<file path="src/rtl/seg7_scan_driver.sv">
// Time-multiplexed seven-segment scan driver.
// Scans one digit per refresh slot, decodes hex nibbles to segments, and
// applies per-digit blanking, leading-zero suppression, decimal point and
// PWM brightness. Display data is double-buffered and committed only at
// frame boundaries so the visible frame never tears.
module seg7_scan_driver #(
    parameter int NUM_DIGITS       = 4,
    parameter int REFRESH_DIV      = 100000,
    parameter int BRIGHT_W         = 4,
    parameter int ANODE_ACTIVE_LOW = 1,
    parameter int SEG_ACTIVE_LOW   = 1
) (
    input  logic                      clk,
    input  logic                      rst_n,
    input  logic [4*NUM_DIGITS-1:0]   digits_in,
    input  logic [NUM_DIGITS-1:0]     dp_in,
    input  logic [NUM_DIGITS-1:0]     blank_in,
    input  logic                      lzs_en,
    input  logic [BRIGHT_W-1:0]       brightness,
    input  logic                      load,
    output logic [NUM_DIGITS-1:0]     anodeON,
    output logic [6:0]                cathodeOFF,
    output logic                      dp_out,
    output logic                      frame_done
);

    localparam int PW = (REFRESH_DIV > 1) ? $clog2(REFRESH_DIV) : 1;
    localparam int IW = $clog2(NUM_DIGITS);
    localparam int unsigned STEP = REFRESH_DIV >> BRIGHT_W;
    localparam logic [NUM_DIGITS-1:0] ONE_HOT0 = {{(NUM_DIGITS-1){1'b0}}, 1'b1};

    // Scan counters
    logic [PW-1:0]             r_presc;
    logic [IW-1:0]             r_idx;

    // Pending (written by load) and active (displayed) buffers
    logic [4*NUM_DIGITS-1:0]   r_pend_dig;
    logic [NUM_DIGITS-1:0]     r_pend_dp;
    logic [NUM_DIGITS-1:0]     r_pend_blank;
    logic                      r_pend_lzs;
    logic                      r_pend_valid;
    logic [4*NUM_DIGITS-1:0]   r_act_dig;
    logic [NUM_DIGITS-1:0]     r_act_dp;
    logic [NUM_DIGITS-1:0]     r_act_blank;
    logic                      r_act_lzs;

    // Brightness captured at each slot boundary
    logic [BRIGHT_W-1:0]       r_bright;

    // Registered outputs, active-high internally
    logic [NUM_DIGITS-1:0]     r_anode;
    logic [6:0]                r_seg;
    logic                      r_dp;
    logic                      r_frame_done;

    logic                      w_slot_end;
    logic                      w_frame_end;
    logic [NUM_DIGITS-1:0]     w_supp;
    logic [3:0]                w_nib;
    logic                      w_dark;
    logic [31:0]               w_on_cycles;
    logic                      w_lit;
    logic [6:0]                w_seg;

    function automatic logic [6:0] f_decode(input logic [3:0] nib);
        case (nib)
            4'h0: f_decode = 7'h3F;
            4'h1: f_decode = 7'h06;
            4'h2: f_decode = 7'h5B;
            4'h3: f_decode = 7'h4F;
            4'h4: f_decode = 7'h66;
            4'h5: f_decode = 7'h6D;
            4'h6: f_decode = 7'h7D;
            4'h7: f_decode = 7'h07;
            4'h8: f_decode = 7'h7F;
            4'h9: f_decode = 7'h6F;
            4'hA: f_decode = 7'h77;
            4'hB: f_decode = 7'h7C;
            4'hC: f_decode = 7'h39;
            4'hD: f_decode = 7'h5E;
            4'hE: f_decode = 7'h79;
            default: f_decode = 7'h71;
        endcase
    endfunction

    assign w_slot_end  = (r_presc == PW'(REFRESH_DIV - 1));
    assign w_frame_end = w_slot_end && (r_idx == IW'(NUM_DIGITS - 1));

    // Leading-zero chain: walk from the top digit down while every digit so far is zero
    always_comb begin : lzs_chain
        logic v_run;
        w_supp = '0;
        v_run  = r_act_lzs;
        for (int unsigned k = 1; k < NUM_DIGITS; k++) begin
            v_run = v_run && (r_act_dig[4*(NUM_DIGITS-k) +: 4] == 4'h0);
            w_supp[NUM_DIGITS-k] = v_run;
        end
    end

    // Current digit: lit only inside the PWM window, never in a slot's first cycle
    always_comb begin
        w_nib       = r_act_dig[{r_idx, 2'b00} +: 4];
        w_dark      = r_act_blank[r_idx] | w_supp[r_idx];
        w_on_cycles = (32'(r_bright) + 32'd1) * STEP;
        w_lit       = !w_dark && (r_presc != '0) && (32'(r_presc) <= w_on_cycles);
        w_seg       = f_decode(w_nib);
    end

    // Prescaler and digit index
    always_ff @(posedge clk) begin
        if (!rst_n) begin
            r_presc <= '0;
            r_idx   <= '0;
        end else if (w_slot_end) begin
            r_presc <= '0;
            r_idx   <= (r_idx == IW'(NUM_DIGITS - 1)) ? '0 : r_idx + IW'(1);
        end else begin
            r_presc <= r_presc + PW'(1);
        end
    end

    // Brightness takes effect from the next slot start
    always_ff @(posedge clk) begin
        if (!rst_n || w_slot_end) begin
            r_bright <= brightness;
        end
    end

    // Double buffer: a load at frame end bypasses straight to the active copy
    always_ff @(posedge clk) begin
        if (!rst_n) begin
            r_pend_dig   <= '0;
            r_pend_dp    <= '0;
            r_pend_blank <= '1;
            r_pend_lzs   <= 1'b0;
            r_pend_valid <= 1'b0;
            r_act_dig    <= '0;
            r_act_dp     <= '0;
            r_act_blank  <= '1;
            r_act_lzs    <= 1'b0;
        end else if (w_frame_end) begin
            if (load) begin
                r_act_dig   <= digits_in;
                r_act_dp    <= dp_in;
                r_act_blank <= blank_in;
                r_act_lzs   <= lzs_en;
            end else if (r_pend_valid) begin
                r_act_dig   <= r_pend_dig;
                r_act_dp    <= r_pend_dp;
                r_act_blank <= r_pend_blank;
                r_act_lzs   <= r_pend_lzs;
            end
            r_pend_valid <= 1'b0;
        end else if (load) begin
            r_pend_dig   <= digits_in;
            r_pend_dp    <= dp_in;
            r_pend_blank <= blank_in;
            r_pend_lzs   <= lzs_en;
            r_pend_valid <= 1'b1;
        end
    end

    // Output registers; segments are gated by the anode so dark cycles drive nothing
    always_ff @(posedge clk) begin
        if (!rst_n) begin
            r_anode      <= '0;
            r_seg        <= '0;
            r_dp         <= 1'b0;
            r_frame_done <= 1'b0;
        end else begin
            r_anode      <= w_lit ? (ONE_HOT0 << r_idx) : '0;
            r_seg        <= w_lit ? w_seg : '0;
            r_dp         <= w_lit & r_act_dp[r_idx];
            r_frame_done <= w_frame_end;
        end
    end

    assign anodeON    = (ANODE_ACTIVE_LOW != 0) ? ~r_anode : r_anode;
    assign cathodeOFF = (SEG_ACTIVE_LOW != 0) ? ~r_seg : r_seg;
    assign dp_out     = (SEG_ACTIVE_LOW != 0) ? ~r_dp : r_dp;
    assign frame_done = r_frame_done;

endmodule

</file>
<file path="config.mk">
export PLATFORM = sky130hd
export DESIGN_NAME = seg7_scan_driver
export DESIGN_NICKNAME = d
export VERILOG_FILES = /design/src/rtl/seg7_scan_driver.sv
export SDC_FILE = /design/constraint.sdc
export NUM_CORES = 1
export LEC_CHECK = 0
export CORE_ASPECT_RATIO = 1.4
export CORE_MARGIN = 1
export CORE_UTILIZATION = 45
export DETAILED_ROUTE_END_ITERATION = 7
export SLEW_MARGIN = 20
export SYNTH_ARGS = -nofsm -noshare
export SYNTH_HDL_FRONTEND = slang
export SYNTH_SLANG_ARGS = --single-unit
</file>
<file path="constraint.sdc">
create_clock -name clk -period 6.2 [get_ports clk]
set_input_delay 0.93 -clock clk [delete_from_list [all_inputs] [get_ports clk]]
set_output_delay 0.93 -clock clk [all_outputs]
set_load 0.01 [all_outputs]
</file>
; Yosys cells after proc, flatten, opt, wreduce, memory -nomap -nowiden
; Memories as Yosys holds them, arrays and structs flattened. A register that Yosys moved wholly into a read port is not among the register bits.
; Index checks and enable logic that the tools add are counted.
; Widths: inputs -> output; s select.
[totals]
ff_bits = 80
romBits = 112
inputBits = 32
mem_count = 1
[mem_list]
columns = memory, words, word_bits, rd, rd_clocked_by_memory_dff, wr, line
row1 = (no name shown), 16, 7, 1, 1, 0, 66  ; case (nib)
[classes]
addsub = 3
multipliers = 1
n_lt_le_gt_ge = 2
n_eq_ne = 2
shifts = 2
n_mux = 15
n_bitwise = 7
reduce_logical = 20
[ops]
columns = cell, count
row1 = $mux 16, 2
row2 = $le 17x18->1, 1
row3 = $add 17x1->17 const B, 1
row4 = $eq 17x17->1 const B, 1
row5 = $mul 5x12->17 const B, 1
row6 = $reduce_bool 17->1, 1
row7 = $mux 4, 4
row8 = $shiftx 16x5->4, 1
row9 = $logic_not 4->1, 3
row10 = $not 7->7, 1
row11 = $bmux 1 s2, 3
row12 = $logic_and 1x1->1, 6
row13 = $reduce_and 2->1, 3
row14 = $add 4x1->5 const B, 1
row15 = $mux 1, 5
row16 = $not 4->4, 1
row17 = $reduce_or 2->1, 2
row18 = $shl 1x2->4 const A, 1
row19 = $logic_not 1->1, 3
row20 = $lt 2x3->1 const B, 1
row21 = $not 1->1, 3
row22 = $add 2x1->2 const B, 1
row23 = $eq 2x2->1 const B, 1
row24 = $mux 2, 1
row25 = other kinds (4), 4

; Logic depth before layout (Yosys ltp)
; Gate-level depths: netlist (run 1).
[logic_depth]
depth_word = 12
mapped_depth = 22

; Worst setup path before layout (run 1)
; No wires, ideal clock.
[synth_timing]
kind = register to register
start = register r_bright[0]
end = register r_seg[4]
arrival_time_ps = 4862
t_required_ps = 6068
path_slack_ps = 1206
stages_incl_launch_ff = 22
synth_period_minus_slack_ps = 4994
path_cell_list = edfxtp_1 > ha_1 > xor2_1 > ha_1 > xnor2_1 > ha_1 > ha_1 > ha_1 > a21oi_1 > o211ai_1 > o41ai_1 > o221ai_1 > a31oi_1 > xor2_1 > ha_1 > nand3_1 > nor2_1 > inv_1 > o221a_2 > a211oi_1 > clkbuf_1 > nor3_1
[synth_between]
elab_chain_cells = 6
[synth_lines]
columns = item, line
row1 = from (decl), 48  ; logic [BRIGHT_W-1:0] r_bright;
row2 = from (signal assigned), 125  ; r_bright <= brightness;
row3 = $add 4x1->5, 104  ; w_on_cycles = (32'(r_bright) + 32'd1) * STEP;
row4 = $mul 5x12->17, 104
row5 = $le 17x18->1, 105  ; w_lit = !w_dark && (r_presc != '0) && (32'(r_presc) <= w_on_cycles);
row6 = $logic_and 1x1->1, 105
row7 = $reduce_and 2->1 (no source line), --
row8 = $logic_not 1->1 (no source line), --
row9 = to (decl), 52  ; logic [6:0] r_seg;
; Every way passes these cells.
; A chain may end at the register's enable or synchronous reset.

; Worst setup path in the final report (run 1)
[layout_timing]
start = register r_bright[0]
end = register r_anode[2]
[layout_between]
elab_chain_cells = 5
[layout_lines]
columns = item, line
row1 = $add 4x1->5, 104
row2 = $mul 5x12->17, 104
row3 = $le 17x18->1, 105
row4 = $logic_and 1x1->1, 105
row5 = $reduce_and 2->1 (no source line), --
row6 = to (signal assigned), 171  ; r_anode <= w_lit ? (ONE_HOT0 << r_idx) : '0;
row7 = to (decl), 51  ; logic [NUM_DIGITS-1:0] r_anode;
; Every way passes these cells.

==> results of run 1 <==
## worst min-delay path by stage
stage | startpoint | endpoint | slack (ns) | cells past startpoint
2_1_floorplan | r_presc[0]$_SDFF_PP0_ | r_presc[0]$_SDFF_PP0_ | 0.43 | 1
3_3_place_gp | r_presc[0]$_SDFF_PP0_ | r_presc[0]$_SDFF_PP0_ | 0.44 | 1
3_5_place_dp | r_presc[0]$_SDFF_PP0_ | r_presc[0]$_SDFF_PP0_ | 0.46 | 1
4_1_cts | r_presc[0]$_SDFF_PP0_ | r_presc[0]$_SDFF_PP0_ | 0.47 | 1
5_1_grt | r_presc[0]$_SDFF_PP0_ | r_presc[0]$_SDFF_PP0_ | 0.50 | 1
6_report | r_presc[0]$_SDFF_PP0_ | r_presc[0]$_SDFF_PP0_ | 0.47 | 1
## power by group through the flow
stage	Clock, mW	Sequential (mW)	Combinational, mW
floorplan	0	0.595	0.184
global placement	0	0.597	0.239
detailed placement	0	0.598	0.249
CTS	0.533	0.585	0.250
global route	0.558	0.586	0.284
finish	0.520	0.585	0.248
## placed cells by master, fill, tap and decap left out, types with 3 or more instances in the layout
master                            count
sky130_fd_sc_hd__dfxtp_1             83
sky130_fd_sc_hd__ha_1                57
sky130_fd_sc_hd__nand2_1             51
sky130_fd_sc_hd__mux2i_1             51
sky130_fd_sc_hd__clkdlybuf4s50_1     44
sky130_fd_sc_hd__nor2_1              33
sky130_fd_sc_hd__inv_1               32
sky130_fd_sc_hd__nor2b_1             26
sky130_fd_sc_hd__o211a_1             21
sky130_fd_sc_hd__nand3_1             20
sky130_fd_sc_hd__xnor2_1             19
sky130_fd_sc_hd__xor2_1              16
sky130_fd_sc_hd__a21oi_1             14
sky130_fd_sc_hd__nor3_1              11
sky130_fd_sc_hd__clkbuf_16            9
sky130_fd_sc_hd__mux4_2               8
sky130_fd_sc_hd__nor4_1               7
sky130_fd_sc_hd__o21ai_0              7
sky130_fd_sc_hd__o211ai_1             6
sky130_fd_sc_hd__nand4_1              5
sky130_fd_sc_hd__and3_1               4
sky130_fd_sc_hd__buf_4                4
sky130_fd_sc_hd__edfxtp_1             4
sky130_fd_sc_hd__a31oi_1              3
sky130_fd_sc_hd__a21o_1               3
sky130_fd_sc_hd__or3_1                3
sky130_fd_sc_hd__a22oi_1              3
sky130_fd_sc_hd__a211oi_1             3
sky130_fd_sc_hd__clkbuf_1             3
## sequential cells by signal (all words and copies together) (netlist names), 7 cells and up
signal,count
r_presc,17
r_act_dig,16
r_pend_dig,16
r_seg,7
## per-layer routing
metal | global-route usage | vias up
met1 | 0.208 | 1904
li1 | - | 2018
met2 | 0.387 | 46
met3 | 0.0309 | 13
met5 | 0 | -
met4 | 0.0679 | 0
## per-stage QoR
stage / cell area (um2) / instances
floorplan: 5270 / 546
global placement: 5770 / 714
detailed placement: 5770 / 714
CTS: 6060 / 730
global route: 6060 / 730
finish: 6060 / 730
## final cells by class
cell class	count	area (um2)	area share
Clock inverter	4	47.5	0.00785
Sequential cell	87	1780	0.294
Clock buffer	12	236	0.0390
Multi-Input combinational cell	403	3220	0.532
Tap cell	144	180	0.0298
Timing Repair Buffer	48	470	0.0777
Inverter	32	120	0.0198
## cell families after synthesis
group           count (synthesis)
buf+inv                        56
flops                          87
mux                            61
simple gates                  177
xor+xnor                       35
compound gates                 72
fa+ha+maj                      58
## worst reg2reg max path, cell delays in order (launching register included)
cell and delay [ns]:
sky130_fd_sc_hd__edfxtp_1 0.53, sky130_fd_sc_hd__ha_1 0.28, sky130_fd_sc_hd__xor2_1 0.48, sky130_fd_sc_hd__ha_1 0.28, sky130_fd_sc_hd__xnor2_1 0.13, sky130_fd_sc_hd__ha_1 0.25
sky130_fd_sc_hd__ha_1 0.28, sky130_fd_sc_hd__ha_1 0.35, sky130_fd_sc_hd__a21oi_1 0.23, sky130_fd_sc_hd__o211ai_1 0.16, sky130_fd_sc_hd__o41ai_1 0.41, sky130_fd_sc_hd__o221ai_1 0.25
sky130_fd_sc_hd__a31oi_1 0.24, sky130_fd_sc_hd__xor2_1 0.09, sky130_fd_sc_hd__ha_1 0.31, sky130_fd_sc_hd__nand3_1 0.09, sky130_fd_sc_hd__nor2_1 0.14, sky130_fd_sc_hd__inv_1 0.05
sky130_fd_sc_hd__o221a_2 0.22, sky130_fd_sc_hd__a211oi_1 0.18, sky130_fd_sc_hd__buf_4 0.22, sky130_fd_sc_hd__nor4bb_1 0.07
==> results.rst, run 1 <==
.. list-table::
   :header-rows: 1

   * - Metric
     - Value
   * - Initial Util
     - 0.465
   * - Internal Dissipation
     - approximately 1 mW
   * - Cell type with the highest aggregate area in the netlist
     - sky130_fd_sc_hd__dfxtp_1
   * - Top fanout value on the critical path
     - 12
   * - Met2 WL post-DR
     - roughly 6.0 mm
   * - Post-synth net total
     - ~640
   * - Total gr overflow
     - 0
   * - Critical-path cell with the highest stage delay
     - sky130_fd_sc_hd__edfxtp_1
   * - Most used flip-flop cell after synthesis
     - sky130_fd_sc_hd__dfxtp_1
   * - Setup TNS Final
     - 0 ns
   * - Depth of the CTS H-tree
     - 3
   * - Share of synthesized cell area in and, or, nand and nor gates
     - 0.173
   * - Final Core Density
     - 0.534
   * - Topmost layer with routed signal wires
     - met4
   * - Vertical die dimension
     - approximately 130 um
   * - Power density normalized to cell area
     - 223 nW/um2
   * - Cell with the most instances after synthesis
     - sky130_fd_sc_hd__dfxtp_1
   * - Post-CTS Setup Inserts
     - 0
   * - Number of max-slew violations in the final report
     - 0
   * - # Max-Cap Violations
     - 0
   * - DRC violation count after routing
     - 0
   * - Slew at the pin with the worst max-slew slack
     - just over 1 ns
   * - Number of register bits inferred by synthesis
     - 87
   * - Distinct cells, synth
     - 57
   * - Crit path max-delay family
     - adder cells
   * - Static Leakage
     - between 2 and 3 nW
   * - Number of hold buffers added after cts
     - 0
   * - Buffers and inverters on the worst path
     - 2
   * - Overall via count from detail_route
     - about 4000
   * - Syn. warnings
     - 0
   * - Final setup margin
     - ~0.8 ns
   * - Outcome
     - finished clean
   * - Worst-path cell chain
     - ha_1 > xor2_1 > ha_1 > xnor2_1 > ha_1 > ha_1 > ha_1 > a21oi_1 > o211ai_1 > o41ai_1 > o221ai_1 > a31oi_1 > xor2_1 > ha_1 > nand3_1 > nor2_1 > inv_1 > o221a_2 > a211oi_1 > buf_4 > nor4bb_1
   * - Main combinational cell family by area after synthesis
     - simple AND/OR/NAND/NOR gates
   * - Sequential area share after synthesis
     - 0.338
   * - Startpoint of the worst-slack reg-to-reg timing path
     - r_bright[0]$_DFFE_PP_
   * - Quantity of I/O buffers inserted on ports
     - 44
   * - Cells after synthesis
     - 546
   * - Worst hold slack after final layout
     - about 0.47 ns
   * - Antenna-violating nets left
     - 0
   * - Top cell types by occurrence after synthesis
     - 83 x sky130_fd_sc_hd__dfxtp_1, 57 x sky130_fd_sc_hd__ha_1, 51 x sky130_fd_sc_hd__mux2i_1, 51 x sky130_fd_sc_hd__nand2_1, 33 x sky130_fd_sc_hd__nor2_1
   * - Critical Path Source Type
     - flop
   * - Final critical delay including setup and external delays
     - 5.39 ns
   * - Initial antenna violation count
     - 0
   * - Net switching power
     - 0.351 mW
   * - Number of global-route vias before repair
     - 4067
   * - Combinational cell fraction of total power
     - 0.183
   * - Floorplan core area
     - 11300 um2
   * - Required time at the endpoint of the critical path
     - approximately 6.4 ns
   * - Longest Clk Path Bufs
     - 2
   * - Cts bufs inserted
     - 9
   * - Sw frac
     - 0.260
   * - Final routed wirelength across all metal layers
     - around 11 mm
   * - Arrival time at the worst endpoint
     - about 5.6 ns
   * - Power, Total
     - 1.35 mW
   * - Worst IR Drop VDD
     - 0.143 mV
   * - Cell repeated most along the worst path
     - sky130_fd_sc_hd__ha_1
   * - First-iteration detailed-routing DRC count
     - around 150
   * - Pin count of the biggest net entering global routing
     - a little under 60
   * - Setup slack on the worst flop-to-flop path
     - around 0.81 ns
   * - N_diodes
     - 0
   * - Mapped Area
     - 5270 um2
   * - Worst setup path class
     - reg -> reg
   * - Worst max-slew margin expressed relative to the limit
     - 0.309
   * - Pre-antenna DRT Iters
     - 4
   * - Critical Path Max Stage Delay
     - 0.53 ns
   * - Fraction of synthesized cell area in xor and xnor cells
     - 0.0582
   * - Filler cell count
     - roughly 1100
   * - Critical path depth
     - 21
   * - CP startpoint
     - r_bright[0]$_DFFE_PP_
   * - RSZ-0062 raised after global routing
     - no
   * - Fraction of post-synthesis cell area in the top cell type by area
     - 0.315
   * - Setup violators final
     - 0
   * - Number of hold violations in the final report
     - 0
   * - Global-route wire length before repair
     - about 19 mm
   * - Layout cells sized above 1
     - 0.0563
   * - Reg2Reg Depth
     - 21
   * - Floorplan die area
     - approximately 12000 um2
   * - Amount of wire on met3 after detailed routing
     - around 200 um
   * - Gp weighted congestion
     - approximately 0.81
   * - Syn avg cell area
     - 9.65 um2
   * - Number of synthesized flops with an enable pin
     - 4
   * - Minimum setup slack after placement
     - roughly 0.82 ns
   * - Clk pin slew, worst setup/hold paths
     - about 0.06 ns
   * - CTS tree
     - built
   * - CTS resizes
     - 0
   * - Die Wd
     - roughly 93 um
   * - # nets final
     - about 670
   * - Termination of the worst setup path
     - r_anode[2]$_SDFF_PN0_
   * - Number of cell rows
     - 46
   * - Reg2reg end
     - r_anode[2]$_SDFF_PN0_
   * - Share of power burned in the clock network
     - 0.384
   * - Clock tree root driver cell
     - sky130_fd_sc_hd__clkbuf_16
   * - Asr flop ratio synth
     - 0
   * - WL per Instance
     - 15.1 um
   * - Sum of routed wire segments on met1
     - 4.62 mm
   * - Area added between synthesis and finish
     - 14.9%
   * - Adder and majority gate portion of the synthesized area
     - 0.139
   * - Routed vias/inst
     - around 5.5
   * - Synth Area in Compound Gates
     - 0.105
   * - Worst-Skew Late Latency
     - around 0.34 ns
   * - Dominant cells by area after synthesis
     - sky130_fd_sc_hd__dfxtp_1 32%, sky130_fd_sc_hd__ha_1 14%, sky130_fd_sc_hd__mux2i_1 9.7%
   * - Global-route total usage across every layer
     - 0.196
   * - Final worst path period share
     - 0.869
   * - CTS sink count
     - slightly below 90
   * - HPWL after DPL
     - ~8.4 mm
   * - Multiplexer fraction of the synthesized cell area
     - 0.135
   * - Number of primary I/O pins
     - between 40 and 50
   * - Highest achievable clock rate
     - approximately 0.19 GHz
   * - Worst Setup End Kind
     - flop
   * - Sequential Power Share
     - 0.432
   * - Final Skew
     - 0.00673 ns
   * - Type of the most critical hold path
     - reg -> reg
Power figures use the tool's default switching activity.
==> run 2: changes to the inputs <==
CORE_UTILIZATION = 55   (was 45)
PLACE_DENSITY = 0.76   (was default)
RECOVER_POWER = 25   (was default)
==> results.rst, run 2 (same netlist as run 1, synthesis figures left out) <==
.. list-table::
   :header-rows: 1

   * - Metric
     - Value
   * - Power, Total
     - 1.41 mW (+4.3%)
   * - RSZ-0062 raised after global routing
     - no
   * - Crit path max-delay family
     - adder cells
   * - Number of cell rows
     - 41 (-11%)
   * - Top fanout value on the critical path
     - 12 (unchanged)
   * - Most common cell after layout, fill and taps aside
     - sky130_fd_sc_hd__dfxtp_1
   * - Critical path depth
     - 21 (unchanged)
   * - First-iteration detailed-routing DRC count
     - 238 (+62%)
   * - Cts bufs inserted
     - 9 (unchanged)
   * - Arrival time at the worst endpoint
     - 5.51 ns (-0.06 ns)
   * - Max FFs per register
     - 17 (unchanged)
   * - Global-route total usage across every layer
     - 0.228 (+0.0313)
   * - Floorplan core area
     - 9180 um2 (-19%)
   * - Reg2Reg Depth
     - 21 (unchanged)
   * - Overall via count from detail_route
     - 3984 (+0.075%)
   * - Final Core Density
     - 0.658 (+0.124)
   * - N_diodes
     - 0 (unchanged)
   * - Violated checks
     - design-rule violations, max-capacitance violations, max-slew violations
   * - Final Skew
     - 0.00907 ns (+0.00234 ns)
   * - Die Wd
     - 84.7 um (-9.3%)
   * - Floorplan die area
     - 9980 um2 (-18%)
   * - Leading cell types in the layout, fill and taps excluded
     - 83 x sky130_fd_sc_hd__dfxtp_1, 57 x sky130_fd_sc_hd__ha_1, 51 x sky130_fd_sc_hd__nand2_1, 51 x sky130_fd_sc_hd__mux2i_1, 33 x sky130_fd_sc_hd__nor2_1
   * - Critical-path cell with the highest stage delay
     - sky130_fd_sc_hd__edfxtp_1
   * - Power density normalized to cell area
     - 233 nW/um2 (+4.5%)
   * - Worst-Skew Late Latency
     - 0.34 ns (about the same)
   * - Final worst path period share
     - 0.858 (-0.0118)
   * - Critical Path Source Type
     - flop
   * - Buffers and inverters on the worst path
     - 2 (unchanged)
   * - Worst IR Drop VDD
     - 0.193 mV (+35%)
   * - Longest Clk Path Bufs
     - 2 (unchanged)
   * - Vertical die dimension
     - 118 um (-9.4%)
   * - Initial Util
     - 0.574 (+0.109)
   * - Final non-filler cell area
     - 6040 um2 (-0.21%)
   * - Clk pin slew, worst setup/hold paths
     - 0.07 ns (about the same)
   * - Worst setup path class
     - reg -> reg
   * - Setup TNS Final
     - 0 ns (unchanged)
   * - Number of max-slew violations in the final report
     - 59 (+59)
   * - Minimum setup slack after placement
     - 0.934 ns (+0.116 ns)
   * - Cell repeated most along the worst path
     - sky130_fd_sc_hd__ha_1
   * - Post-Layout Cell Count
     - 693 (-5.1%)
   * - Final setup margin
     - 0.883 ns (+0.0734 ns)
   * - Final critical delay including setup and external delays
     - 5.32 ns (-0.0734 ns)
   * - Number of primary I/O pins
     - 45 (unchanged)
   * - Pre-antenna DRT Iters
     - 6 (+2)
   * - HPWL after DPL
     - 7.86 mm (-6.8%)
   * - Critical Path Max Stage Delay
     - 0.54 ns (about the same)
   * - Biggest regs
     - r_presc (17), r_act_dig (16), r_pend_dig (16)
   * - Largest register by flop count
     - r_presc
   * - CTS sink count
     - 87 (unchanged)
   * - CTS tree
     - built
   * - Slew at the pin with the worst max-slew slack
     - 2.15 ns (+1.12 ns)
   * - Global-route wire length before repair
     - 18.3 mm (-2.9%)
   * - Gp weighted congestion
     - 0.853 (+5.7%)
   * - Final routed wirelength across all metal layers
     - 10.6 mm (-3.6%)
   * - Number of hold violations in the final report
     - 0 (unchanged)
   * - CTS resizes
     - 0 (unchanged)
   * - Pin count of the biggest net entering global routing
     - 59 (unchanged)
   * - Antenna-violating nets left
     - 0 (unchanged)
   * - Required time at the endpoint of the critical path
     - 6.39 ns (about the same)
   * - Highest achievable clock rate
     - 0.188 GHz (+1.4%)
   * - Layout cells sized above 1
     - 0.0597 (+0.00341)
   * - Outcome
     - finished, violations left
   * - Setup violators final
     - 0 (unchanged)
   * - Worst-path cell chain
     - ha_1 > xor2_1 > ha_1 > xnor2_1 > ha_1 > ha_1 > ha_1 > a21oi_1 > o211ai_1 > o41ai_1 > o221ai_1 > a31oi_1 > xor2_1 > ha_1 > nand3_1 > nor2_1 > inv_1 > o221a_2 > a211oi_1 > buf_4 > nor4bb_1
   * - Number of hold buffers added after cts
     - 0 (unchanged)
   * - Routed vias/inst
     - 5.75 (+5.4%)
   * - Clock tree root driver cell
     - sky130_fd_sc_hd__clkbuf_16
   * - Quantity of I/O buffers inserted on ports
     - 44 (unchanged)
   * - Initial antenna violation count
     - 0 (unchanged)
   * - WL per Instance
     - 15.3 um (+1.5%)
   * - Number of placed cells counting well taps
     - 677 (-5.2%)
   * - Setup slack on the worst flop-to-flop path
     - 0.88 ns (+0.07 ns)
   * - Area after DPL
     - 5730 um2 (-0.80%)
   * - Number of global-route vias before repair
     - 3943 (-3.0%)
   * - Worst Setup End Kind
     - flop
   * - Area added between synthesis and finish
     - 14.7%
   * - Type of the most critical hold path
     - reg -> reg
   * - Hold Crit Depth
     - 1 (unchanged)
   * - Depth of the CTS H-tree
     - 3 (unchanged)
   * - Static Leakage
     - 2.75 nW (-0.67%)
   * - # Max-Cap Violations
     - 1 (+1)
   * - Worst max-slew margin expressed relative to the limit
     - -0.434 (-0.742)
   * - Total gr overflow
     - 0 (unchanged)
   * - DRC violation count after routing
     - 1 (+1)
   * - Worst hold slack after final layout
     - 0.468 ns (+0.00288 ns)
   * - # nets final
     - 671 (unchanged)
   * - Post-CTS Setup Inserts
     - 0 (unchanged)
## run 2: cell types whose count changed in the layout (fill, tap and decap cells not counted)
cell                              before  now
sky130_fd_sc_hd__inv_8                 0    1
sky130_fd_sc_hd__bufinv_16             1    2
sky130_fd_sc_hd__dlygate4sd3_1         0   18
sky130_fd_sc_hd__buf_4                 4    3
sky130_fd_sc_hd__clkinvlp_4            1    2
sky130_fd_sc_hd__clkbuf_1              3    1
sky130_fd_sc_hd__clkdlybuf4s50_1      44   26
## run 2: where the power goes
part           total (mW)  switching, mW  internal [mW]
sequential          0.585        0.00870          0.577
clock               0.579          0.225          0.354
combinational       0.247          0.134          0.113
total                1.41          0.367           1.04
## run 2: area by class of cell
type / count / area (um2)
Multi-Input combinational cell: 403 / 3220
Fill cell: 734 / 3140
Sequential cell: 87 / 1780
Timing Repair Buffer: 48 / 467
Clock buffer: 9 / 225
Tap cell: 107 / 134
Inverter: 32 / 120
Clock inverter: 7 / 96.3
## run 2: metal layers
layer / up-vias / global-route usage / wire length [um] / share of wire
met4: 0 / 0.0996 / 201 / 0.019
met1: 1893 / 0.266 / 4480 / 0.42
met5: - / 0 / 0 / 0
li1: 2000 / - / - / -
met3: 17 / 0.0302 / 270 / 0.025
met2: 74 / 0.410 / 5670 / 0.53
## run 2: path summary, 6_finish.rpt
kind,to,from
max reg2reg,r_anode[1]$_SDFF_PP0_,r_bright[0]$_DFFE_PP_
min reg2reg,r_presc[0]$_SDFF_PP0_,r_presc[0]$_SDFF_PP0_
min,r_presc[0]$_SDFF_PP0_,r_presc[0]$_SDFF_PP0_
max,r_anode[1]$_SDFF_PP0_,r_bright[0]$_DFFE_PP_
